[src/rtl/bist_pkg.sv]
// Shared types and helpers for the BIST JTAG data register: FSM states,
// strobe priority encoding and an even-parity helper.
package bist_pkg;

  localparam int BIST_MAX_WIDTH = 64;

  typedef enum logic {
    BIST_DR_IDLE  = 1'b0,
    BIST_DR_SHIFT = 1'b1
  } bist_dr_state_e;

  typedef enum logic [1:0] {
    BIST_STB_NONE    = 2'd0,
    BIST_STB_CAPTURE = 2'd1,
    BIST_STB_SHIFT   = 2'd2,
    BIST_STB_UPDATE  = 2'd3
  } bist_strobe_e;

  // Only the highest-priority strobe acts; nothing acts while deselected.
  function automatic bist_strobe_e bist_strobe_sel(input logic sel, input logic cap,
                                                   input logic shift, input logic upd);
    if (!sel)       return BIST_STB_NONE;
    else if (cap)   return BIST_STB_CAPTURE;
    else if (shift) return BIST_STB_SHIFT;
    else if (upd)   return BIST_STB_UPDATE;
    else            return BIST_STB_NONE;
  endfunction

  function automatic logic bist_even_parity(input logic [BIST_MAX_WIDTH-1:0] data);
    return ^data;
  endfunction

endpackage

[src/rtl/bist_bit_counter.sv]
// Saturating shift-bit counter with synchronous clear; done flags a full-length shift.
module bist_bit_counter #(
  parameter int MAX_COUNT = 16,
  parameter int CW        = $clog2(MAX_COUNT + 1)
) (
  input  logic clk,
  input  logic rst_b,
  input  logic clr,
  input  logic inc,
  output logic done
);

  logic [CW-1:0] cnt;

  always_ff @(posedge clk) begin
    if (!rst_b) begin
      cnt <= '0;
    end else if (clr) begin
      cnt <= '0;
    end else if (inc && (cnt != CW'(MAX_COUNT))) begin
      cnt <= cnt + 1'b1;
    end
  end

  assign done = (cnt == CW'(MAX_COUNT));

endmodule

[src/rtl/bist_data_reg.sv]
// JTAG test data register for the BIST path with bit counting and length checking.
// Optional even parity bit is built when BIST_DATA_REG_PARITY_EN is defined.
//
//   state         | meaning
//   BIST_DR_IDLE  | no capture pending; shifts act as a bypass chain, updates ignored
//   BIST_DR_SHIFT | captured; shifts are counted, next update is checked and applied
module bist_data_reg
  import bist_pkg::*;
#(
  parameter int               WIDTH        = 16,
  parameter bit               LSB_FIRST    = 1'b1,
  parameter logic [WIDTH-1:0] UPDATE_RESET = '0
) (
  input  logic             TCK,
  input  logic             TRST,
  input  logic             SELECT,
  input  logic             CAPTURE_DR,
  input  logic             SHIFT_DR,
  input  logic             UPDATE_DR,
  input  logic             TDI,
  input  logic [WIDTH-1:0] CAPTURE_DATA,
  output logic             TDO,
  output logic [WIDTH-1:0] UPDATE_DATA,
  output logic             UPDATE_VALID,
  output logic             LEN_ERR,
  output logic             PARITY_ERR
);

`ifdef BIST_DATA_REG_PARITY_EN
  localparam int LEN = WIDTH + 1;
`else
  localparam int LEN = WIDTH;
`endif

  bist_strobe_e   stb;
  bist_dr_state_e state_q, state_d;
  logic [LEN-1:0]   sr, cap_word;
  logic [WIDTH-1:0] sr_data;
  logic par_good, cnt_done;
  logic sr_load, sr_shift, cnt_inc, upd_load, len_set;

  assign stb = bist_strobe_sel(SELECT, CAPTURE_DR, SHIFT_DR, UPDATE_DR);

`ifdef BIST_DATA_REG_PARITY_EN
  logic cap_par, par_set;
  // Parity sits at the last-out end so it follows the data on TDO and is the last bit shifted in.
  assign cap_par  = bist_even_parity(BIST_MAX_WIDTH'(CAPTURE_DATA));
  assign cap_word = LSB_FIRST ? {cap_par, CAPTURE_DATA} : {CAPTURE_DATA, cap_par};
  assign sr_data  = LSB_FIRST ? sr[WIDTH-1:0] : sr[LEN-1:1];
  assign par_good = (LSB_FIRST ? sr[LEN-1] : sr[0]) == bist_even_parity(BIST_MAX_WIDTH'(sr_data));
`else
  assign cap_word = CAPTURE_DATA;
  assign sr_data  = sr;
  assign par_good = 1'b1;
`endif

  always_comb begin
    state_d  = state_q;
    sr_load  = 1'b0;
    sr_shift = 1'b0;
    cnt_inc  = 1'b0;
    upd_load = 1'b0;
    len_set  = 1'b0;
`ifdef BIST_DATA_REG_PARITY_EN
    par_set  = 1'b0;
`endif
    unique case (stb)
      BIST_STB_CAPTURE: begin
        sr_load = 1'b1;
        state_d = BIST_DR_SHIFT;
      end
      BIST_STB_SHIFT: begin
        sr_shift = 1'b1;
        cnt_inc  = (state_q == BIST_DR_SHIFT);
      end
      BIST_STB_UPDATE: begin
        if (state_q == BIST_DR_SHIFT) begin
          state_d = BIST_DR_IDLE;
          if (!cnt_done) begin
            len_set = 1'b1;
          end else if (par_good) begin
            upd_load = 1'b1;
          end else begin
`ifdef BIST_DATA_REG_PARITY_EN
            par_set = 1'b1;
`endif
          end
        end
      end
      default: ;
    endcase
  end

  bist_bit_counter #(.MAX_COUNT(LEN)) u_bit_counter (
    .clk   (TCK),
    .rst_b (TRST),
    .clr   (sr_load),
    .inc   (cnt_inc),
    .done  (cnt_done)
  );

  always_ff @(posedge TCK) begin
    if (!TRST) begin
      state_q      <= BIST_DR_IDLE;
      sr           <= '0;
      UPDATE_DATA  <= UPDATE_RESET;
      UPDATE_VALID <= 1'b0;
      LEN_ERR      <= 1'b0;
    end else begin
      state_q      <= state_d;
      UPDATE_VALID <= upd_load;
      if (sr_load) begin
        sr <= cap_word;
      end else if (sr_shift) begin
        sr <= LSB_FIRST ? {TDI, sr[LEN-1:1]} : {sr[LEN-2:0], TDI};
      end
      if (upd_load) UPDATE_DATA <= sr_data;
      if (sr_load)      LEN_ERR <= 1'b0;
      else if (len_set) LEN_ERR <= 1'b1;
    end
  end

`ifdef BIST_DATA_REG_PARITY_EN
  always_ff @(posedge TCK) begin
    if (!TRST)        PARITY_ERR <= 1'b0;
    else if (sr_load) PARITY_ERR <= 1'b0;
    else if (par_set) PARITY_ERR <= 1'b1;
  end
`else
  assign PARITY_ERR = 1'b0;
`endif

  assign TDO = SELECT & (LSB_FIRST ? sr[0] : sr[LEN-1]);

endmodule

[config.mk]
export PLATFORM = sky130hd
export DESIGN_NAME = bist_data_reg
export DESIGN_NICKNAME = d
export VERILOG_FILES = /design/src/rtl/bist_pkg.sv /design/src/rtl/bist_bit_counter.sv /design/src/rtl/bist_data_reg.sv
export SDC_FILE = /design/constraint.sdc
export NUM_CORES = 1
export LEC_CHECK = 0
export ABC_AREA = 1
export CAP_MARGIN = 20
export CORE_MARGIN = 2
export CORE_UTILIZATION = 50
export CTS_CLUSTER_DIAMETER = 150
export CTS_CLUSTER_SIZE = 24
export DETAILED_ROUTE_END_ITERATION = 7
export GPL_TIMING_DRIVEN = 1
export PLACE_DENSITY = 0.88
export SLEW_MARGIN = 20
export SYNTH_ARGS = -nofsm -noshare
export SYNTH_HDL_FRONTEND = slang
export SYNTH_HIERARCHICAL = 1
export SYNTH_SLANG_ARGS = --single-unit
[constraint.sdc]
create_clock -name TCK -period 5.3 [get_ports TCK]
set_clock_uncertainty 0.05 [all_clocks]
set_input_delay 1.325 -clock TCK [delete_from_list [all_inputs] [get_ports TCK]]
set_output_delay 1.325 -clock TCK [all_outputs]
set_load 0.005 [all_outputs]
# ---- Word-level counts from Yosys, hierarchy flattened
# Cells that the tools add are included.
dict set report classes {
  addsub 1
  n_eq_ne 5
  n_mux 16
  bitwise 2
  n_reduce_logical 4
}
# op n
set op_table {}
lappend op_table {{$mux 16} 2}
lappend op_table {{$mux 1} 9}
lappend op_table {{$mux 2} 4}
lappend op_table {{$add 5x1->5 const B} 1}
lappend op_table {{$eq 5x5->1 const B} 1}
lappend op_table {{$ne 5x5->1 const B} 1}
lappend op_table {{$eq 2x2->1 const B} 2}
lappend op_table {{$reduce_bool 2->1} 2}
lappend op_table {{$eq 2x1->1 const B} 1}
lappend op_table {{$pmux 1 s2} 1}
lappend op_table {{$reduce_or 2->1} 1}
lappend op_table {{$and 1x1->1} 1}
lappend op_table {{$logic_and 1x1->1} 1}
lappend op_table {{$not 1->1} 1}
dict set report word_totals {
  regBits 40
  in_bits 23
  output_inout_bits 20
  elab_cells 34
}

# ---- Logic depth before layout (Yosys ltp)
# Gate-level depths: netlist (run 1).
dict set report logic_depth {
  word_depth 8
  depth_mapped 12
  ltp_nobuf 11
}

# ---- By module
# The synthesis (run 1) kept the hierarchy.
# module instances cells_per_inst area_per_inst_um2 seq_area_each_um2
set by_module_without_submodules {}
lappend by_module_without_submodules {bist_data_reg 1 238 1744.2 700.7}
lappend by_module_without_submodules {bist_bit_counter 1 43 279.0 100.1}

# ---- Least setup slack after synthesis (run 1)
# No wires, ideal clock.
dict set report synth_timing {
  path_type {input-to-output}
  from {in SELECT}
  to {out TDO}
  t_arrival_ps 1854
  required_time_ps 3925
  setup_slack_ps 2071
  path_stages 4
  path_buffers 2
  path_cell_list {buf_6 -> clkbuf_1 -> nand2_1 -> inv_1}
}
dict set report synth_via {
  elab_chain_len 1
}
# item line_no
set synth_lines {}
lappend synth_lines {{start, declared} bist_data_reg.sv:16} ;# input logic SELECT,
lappend synth_lines {{$and 1x1->1} bist_data_reg.sv:133} ;# assign TDO = SELECT & (LSB_FIRST ? sr[0] : sr[LEN-1]);
lappend synth_lines {{end, declared} bist_data_reg.sv:22} ;# output logic TDO,
# Every way passes these cells.

# ---- Worst setup path after layout (run 1)
# Same ends and word-level chain as after synthesis.

==> results of run 1 <==
cells in the mapped netlist, types with 2 or more instances:
cell type / n / area share [%]
a21oi_1: 20 / 4.9
buf_4: 3 / 1.1
buf_6: 7 / 3.9
clkbuf_1: 3 / 0.56
dfxtp_1: 40 / 40
ha_1: 2 / 1.2
inv_1: 27 / 5.0
inv_2: 3 / 0.56
nand2_1: 44 / 8.2
nand2_2: 2 / 0.62
nand3_1: 32 / 7.9
nand4_1: 16 / 4.9
nor2_1: 47 / 8.7
nor2_2: 2 / 0.62
nor3_1: 2 / 0.49
o21ai_0: 8 / 2.0
o21ai_1: 9 / 2.2
stage by stage:
stage | total power, mW | setup WS [ns] | instances | instance area (um^2)
2_1_floorplan | 0.379 | 2.07 | 281 | 2020
3_3_place_gp | 0.401 | 1.46 | 358 | 2380
3_5_place_dp | 0.403 | 1.47 | 358 | 2380
4_1_cts | 0.614 | 1.44 | 366 | 2480
5_1_grt | 0.638 | 1.40 | 366 | 2480
6_report | 0.610 | 1.44 | 366 | 2480
cell type report:
class | count | area, um^2 | area share, %
Clock inverter | 2 | 15.0 | 0.605
Sequential cell | 40 | 801 | 32.3
Multi-Input combinational cell | 193 | 970 | 39.1
Clock buffer | 6 | 82.6 | 3.33
Tap cell | 50 | 62.6 | 2.52
Inverter | 33 | 131 | 5.30
Timing Repair Buffer | 42 | 418 | 16.9
power by group:
| part | internal [mW] | switching [mW] |
|---|---|---|
| logic | 0.0332 | 0.0455 |
| registers | 0.310 | 0.00806 |
| clock network | 0.105 | 0.108 |
| total | 0.448 | 0.161 |
worst min-delay path: cells and delay by family, from the launching register on:
family / cells / cell delay (ns)
simple gates: 2 / 0.12
flops: 1 / 0.34
worst paths after layout:
| kind | from | endpoint | slack (ns) |
|---|---|---|---|
| setup / recovery | SELECT | TDO | 1.44 |
| hold / removal | LEN_ERR | LEN_ERR | 0.44 |
| setup reg to reg | u_bit_counter/cnt[0] | UPDATE_DATA[6] | 3.42 |
| hold reg to reg | LEN_ERR | LEN_ERR | 0.44 |
state kept, by name (all words and copies together), names as in the netlist:
register and cells:
state_q 1, UPDATE_DATA 16, UPDATE_VALID 1, LEN_ERR 1, u_bit_counter/cnt 5, sr 16
metal layers:
metal	vias to the layer above	wire length (um)	share of wire (%)	global-route usage, %
met5	-	0	0	0
met4	0	117	2.7	10.7
met3	11	274	6.3	5.50
met2	62	2090	48	35.0
met1	832	1860	43	26.7
li1	977	-	-	-
kinds of logic (layout without fill, tap and decap cells):
| kind of cell | Yosys count | after routing | synth area share [%] |
|---|---|---|---|
| simple gates | 152 | 152 | 36.5 |
| buf+inv | 48 | 83 | 12.5 |
| flops | 40 | 40 | 39.6 |
| compound gates | 38 | 38 | 9.96 |
| fa+ha+maj | 2 | 2 | 1.24 |
| other cells | 1 | 1 | 0.185 |
==> run_results.csv, run 1 <==
group,metric,value,unit
run_status,status,"complete, no violations",
finish,final_cell_mix,"nor2_1, nand2_1, clkdlybuf4s50_1, dfxtp_1, nand3_1",
grt,grt_max_degree,33,
timing,fin_crit_sh,72.8,%
timing,hold_ws,0.443,ns
yosys,synth_seq_cells,40,
timing,worst_pin_slew,0.561,ns
pwr,vdd_drop_max,0.000161,V
yosys,postSynthAreaPerCell,7.20,um^2
grt,grt.total_usage,21.7,%
yosys,async_reset_ff_share,0,%
die,die_y,67.6,um
die,initial_core_util,51.3,%
worst_setup_path,slowest_stage,"clkdlybuf4s50_1",
die,io_pins,43,
yosys,synth_cells,281,
cts,cts_hold_buffers,0,
cts,ctsResizeCount,0,
timing,setup_violations,0,
die,core,0.00394,mm^2
worst_setup_path,worst-setup-path-type,"primary input to primary output",
die,dieArea,0.00457,mm^2
route,drt-total-wl,4350,um
yosys,synth_cell_type_count,31,
worst_setup_path,crit_path_frequent_cell,"clkdlybuf4s50_1",
worst_setup_path,path_cells,"clkdlybuf4s50_1 -> nand2_1 -> inv_1 -> clkdlybuf4s50_1",
timing,drv_slew,0,
route,drt-vias-per-instance,5.14,
cts,cts_tree,"done",
yosys,synth-edff-count,0,
grt,overflow,0,
worst_setup_path,path_buf_inv,3,
pwr,powerDensity,246,mW/mm^2
grt,grt_pass1_wl,7440,um
worst_setup_path,worst-path-max-fanout,2,
yosys,synth_warnings,6,
hold_path,hold_class,"flip-flop to flip-flop",
cts,post_cts_buffers,0,
route,route.detailed.drc,0,
worst_setup_path,max_stage_delay,0.53,ns
finish,drive_gt1_share,8.23,%
worst_setup_path,r2r_cells,11,
placement,routabilityCongestion,0.844,
route,drtPass1Iterations,4,
timing,rsz0062_at_grt,"no",
finish,fillers,358,
cts,clk_path_buf_depth,2,
route,vias,1882,
yosys,synthesis.area,0.00202,mm^2
die,num_rows,23,
grt,antenna_found_initial,0,
grt,grt_pass1_vias,1718,
cts,cts_made_buffers,5,
pwr,p_leak,1.09,nW
timing,maxSlewHeadroom,62.5,%
worst_setup_path,endpoint_kind,"primary output",
cts,cts_sinks,40,
finish,areaGrowthSynthToFinish,22.6,%
worst_setup_path,crit_required,3.92,ns
worst_setup_path,cp.depth,4,
route,first_iter_violations,124,
placement,port_buffers,41,
worst_setup_path,critical_path.top_delay_family,"buffers and inverters",
route,wire_per_inst,11.9,um
yosys,syn-num-nets,306,
finish,fin_util,62.9,%
cts,clk_pin_slew_worst_paths,0.08,ns
timing,fmax,0.259,GHz
yosys,yosysSeqAreaShare,39.6,%
worst_setup_path,startpoint_type,"primary input",
hold_path,holdPathStages,2,
worst_setup_path,arrival,2.49,ns
timing,hold_violations,0,
cts,htree_levels,2,
route,antenna_left,0,
job,maxCapViolCount,0,
timing,fin_setup_tns,0,ns
timing,fin_crit,3.86,ns
finish,nets,340,
cts,clock_latency,0.29,ns
die,fp.dieW,67.6,um
finish,final_common_cell,"nor2_1",
placement,dp_hpwl,3070,um
cts,root_buffer,"clkbuf_8",
yosys,synthFlopType,"dfxtp_1",
finish,antenna_cells,0,
Power figures use the tool's default switching activity.
==> run 2: changes to the inputs <==
--- a/config.mk
+++ b/config.mk
@@ -8,12 +8,12 @@
 export ABC_AREA = 1
 export CAP_MARGIN = 20
 export CORE_MARGIN = 2
-export CORE_UTILIZATION = 50
+export CORE_UTILIZATION = 45
 export CTS_CLUSTER_DIAMETER = 150
 export CTS_CLUSTER_SIZE = 24
 export DETAILED_ROUTE_END_ITERATION = 7
 export GPL_TIMING_DRIVEN = 1
-export PLACE_DENSITY = 0.88
+export PLACE_DENSITY = 0.84
 export SLEW_MARGIN = 20
 export SYNTH_ARGS = -nofsm -noshare
 export SYNTH_HDL_FRONTEND = slang
==> constraint.sdc (replaced) <==
create_clock -name TCK -period 3.23 [get_ports TCK]
set_clock_uncertainty 0.05 [all_clocks]
set_input_delay 0.8075 -clock TCK [delete_from_list [all_inputs] [get_ports TCK]]
set_output_delay 0.8075 -clock TCK [all_outputs]
set_load 0.005 [all_outputs]
==> run_results.csv, run 2 (synthesized netlist as in run 1, its figures left out) <==
group,metric,value,unit
worst_setup_path,crit_path_frequent_cell,"clkdlybuf4s50_1",
timing,setup_violations,0,
worst_setup_path,endpoint_kind,"primary output",
worst_setup_path,r2r_slack,1.37,ns
finish,nets,342,
grt,grt_pass1_vias,1790,
cts,ctsResizeCount,0,
hold_path,min_from,"LEN_ERR",
die,die_y,71.1,um
route,wire_per_inst,12.2,um
die,core,0.00435,mm^2
timing,drv_slew,0,
die,initial_core_util,46.5,%
die,num_rows,24,
hold_path,hold_class,"flip-flop to flip-flop",
grt,grt_pass1_wl,7890,um
cts,clk_pin_slew_worst_paths,0.08,ns
placement,routabilityCongestion,0.796,
worst_setup_path,crit_required,2.37,ns
worst_setup_path,arrival,1.98,ns
worst_setup_path,r2r-start,"u_bit_counter/cnt[0]",
worst_setup_path,cp.depth,4,
cts,cts_sinks,40,
die,fp.dieW,71.1,um
grt,overflow,0,
grt,grt_max_degree,33,
cts,post_cts_buffers,0,
run_status,status,"complete, no violations",
finish,reg_top3,"UPDATE_DATA x16, sr x16, u_bit_counter/cnt x5",
cts,clk_path_buf_depth,2,
finish,final_cell_mix,"nor2_1, nand2_1, clkdlybuf4s50_1, dfxtp_1, nand3_1",
finish,final_common_cell,"nor2_1",
worst_setup_path,path_cells,"clkdlybuf4s50_1 -> nand2_1 -> inv_1 -> clkdlybuf4s50_1",
cts,root_buffer,"clkbuf_8",
timing,fin_crit,2.84,ns
die,io_pins,43,
route,drt-total-wl,4500,um
timing,fin_setup_tns,0,ns
route,route.detailed.drc,0,
placement,port_buffers,41,
cts,cts_tree,"done",
worst_setup_path,r2r_cells,11,
worst_setup_path,worst-path-max-fanout,3,
cts,cts_made_buffers,5,
grt,antenna_found_initial,0,
cts,clock_latency,0.30,ns
timing,fmax,0.352,GHz
finish,drive_gt1_share,8.18,%
grt,grt.total_usage,19.4,%
timing,fin_crit_sh,87.9,%
worst_setup_path,max_stage_delay,0.56,ns
worst_setup_path,worst-setup-path-type,"primary input to primary output",
route,vias,1897,
route,first_iter_violations,136,
worst_setup_path,startpoint_type,"primary input",
hold_path,hold_end,"LEN_ERR",
worst_setup_path,slowest_stage,"clkdlybuf4s50_1",
worst_setup_path,critical_path.top_delay_family,"buffers and inverters",
hold_path,holdPathStages,2,
route,antenna_left,0,
pwr,vdd_drop_max,0.000298,V
cts,cts_hold_buffers,0,
worst_setup_path,path_buf_inv,3,
worst_setup_path,regToRegEndpoint,"UPDATE_DATA[12]",
pwr,p_leak,1.10,nW
route,drtPass1Iterations,4,
finish,fillers,417,
placement,dp_hpwl,3280,um
timing,hold_violations,0,
die,dieArea,0.00505,mm^2
finish,fin_util,57.2,%
pwr,powerDensity,400,mW/mm^2
finish,antenna_cells,0,
timing,rsz0062_at_grt,"no",
job,maxCapViolCount,0,
finish,areaGrowthSynthToFinish,23.1,%
cts,htree_levels,2,
route,drt-vias-per-instance,5.13,
run 2: cell types whose count changed in the layout (fill, tap and decap cells not counted):
cell / delta
clkbuf_1: +2
clkinvlp_4: -2
buf_4: +2
run 2: worst max path at each step:
stage                           endpoint  slack (ns)      from
detailed placement  u_bit_counter/cnt[3]        0.26  SHIFT_DR
global route                         TDO        0.34    SELECT
global placement                     TDO        0.39    SELECT
finish                               TDO        0.39    SELECT
floorplan                            TDO        1.04    SELECT
CTS                                  TDO        0.38    SELECT
run 2: power by group:
part	switching, mW	internal [mW]
Combinational	0.0748	0.0562
Clock	0.170	0.174
Sequential	0.0132	0.509
run 2: cell type report:
class                           count  area [um^2]  area share (%)
Tap cell                           52         65.1            2.61
Timing Repair Buffer               44          433            17.4
Sequential cell                    40          801            32.2
Multi-Input combinational cell    193          970            38.9
Inverter                           33          131            5.28
Clock buffer                        8         90.1            3.62
run 2: per-layer routing:
metal	share of wire, %	vias up	GRT usage [%]	wire length [um]
met5	0	-	0	0
met4	2.8	0	6.29	124
met3	3.7	14	5.70	165
met2	49	39	32.7	2200
met1	45	862	23.8	2010
li1	-	982	-	-
run 2: metrics by stage:
stage / hold WS (ns) / instances / area (um^2) / total power [mW] / setup WS, ns
after detailed placement: 0.409 / 362 / 2400 / 0.664 / 0.262
after floorplan: 0.394 / 281 / 2020 / 0.622 / 1.04
after global placement: 0.404 / 362 / 2400 / 0.661 / 0.391
final: 0.424 / 370 / 2490 / 0.997 / 0.391
after global routing: 0.475 / 370 / 2490 / 1.05 / 0.338
after CTS: 0.429 / 370 / 2490 / 1.00 / 0.383
run 2: worst reg2reg max path, cell delays in order (launching register included):
cell	delay [ns]
dfxtp_1	0.36
inv_1	0.07
ha_1	0.14
nand2_1	0.05
inv_1	0.06
nand2_2	0.08
inv_1	0.08
nand2_1	0.09
nor2_4	0.36
inv_2	0.21
nor2_1	0.14
nor2_1	0.06
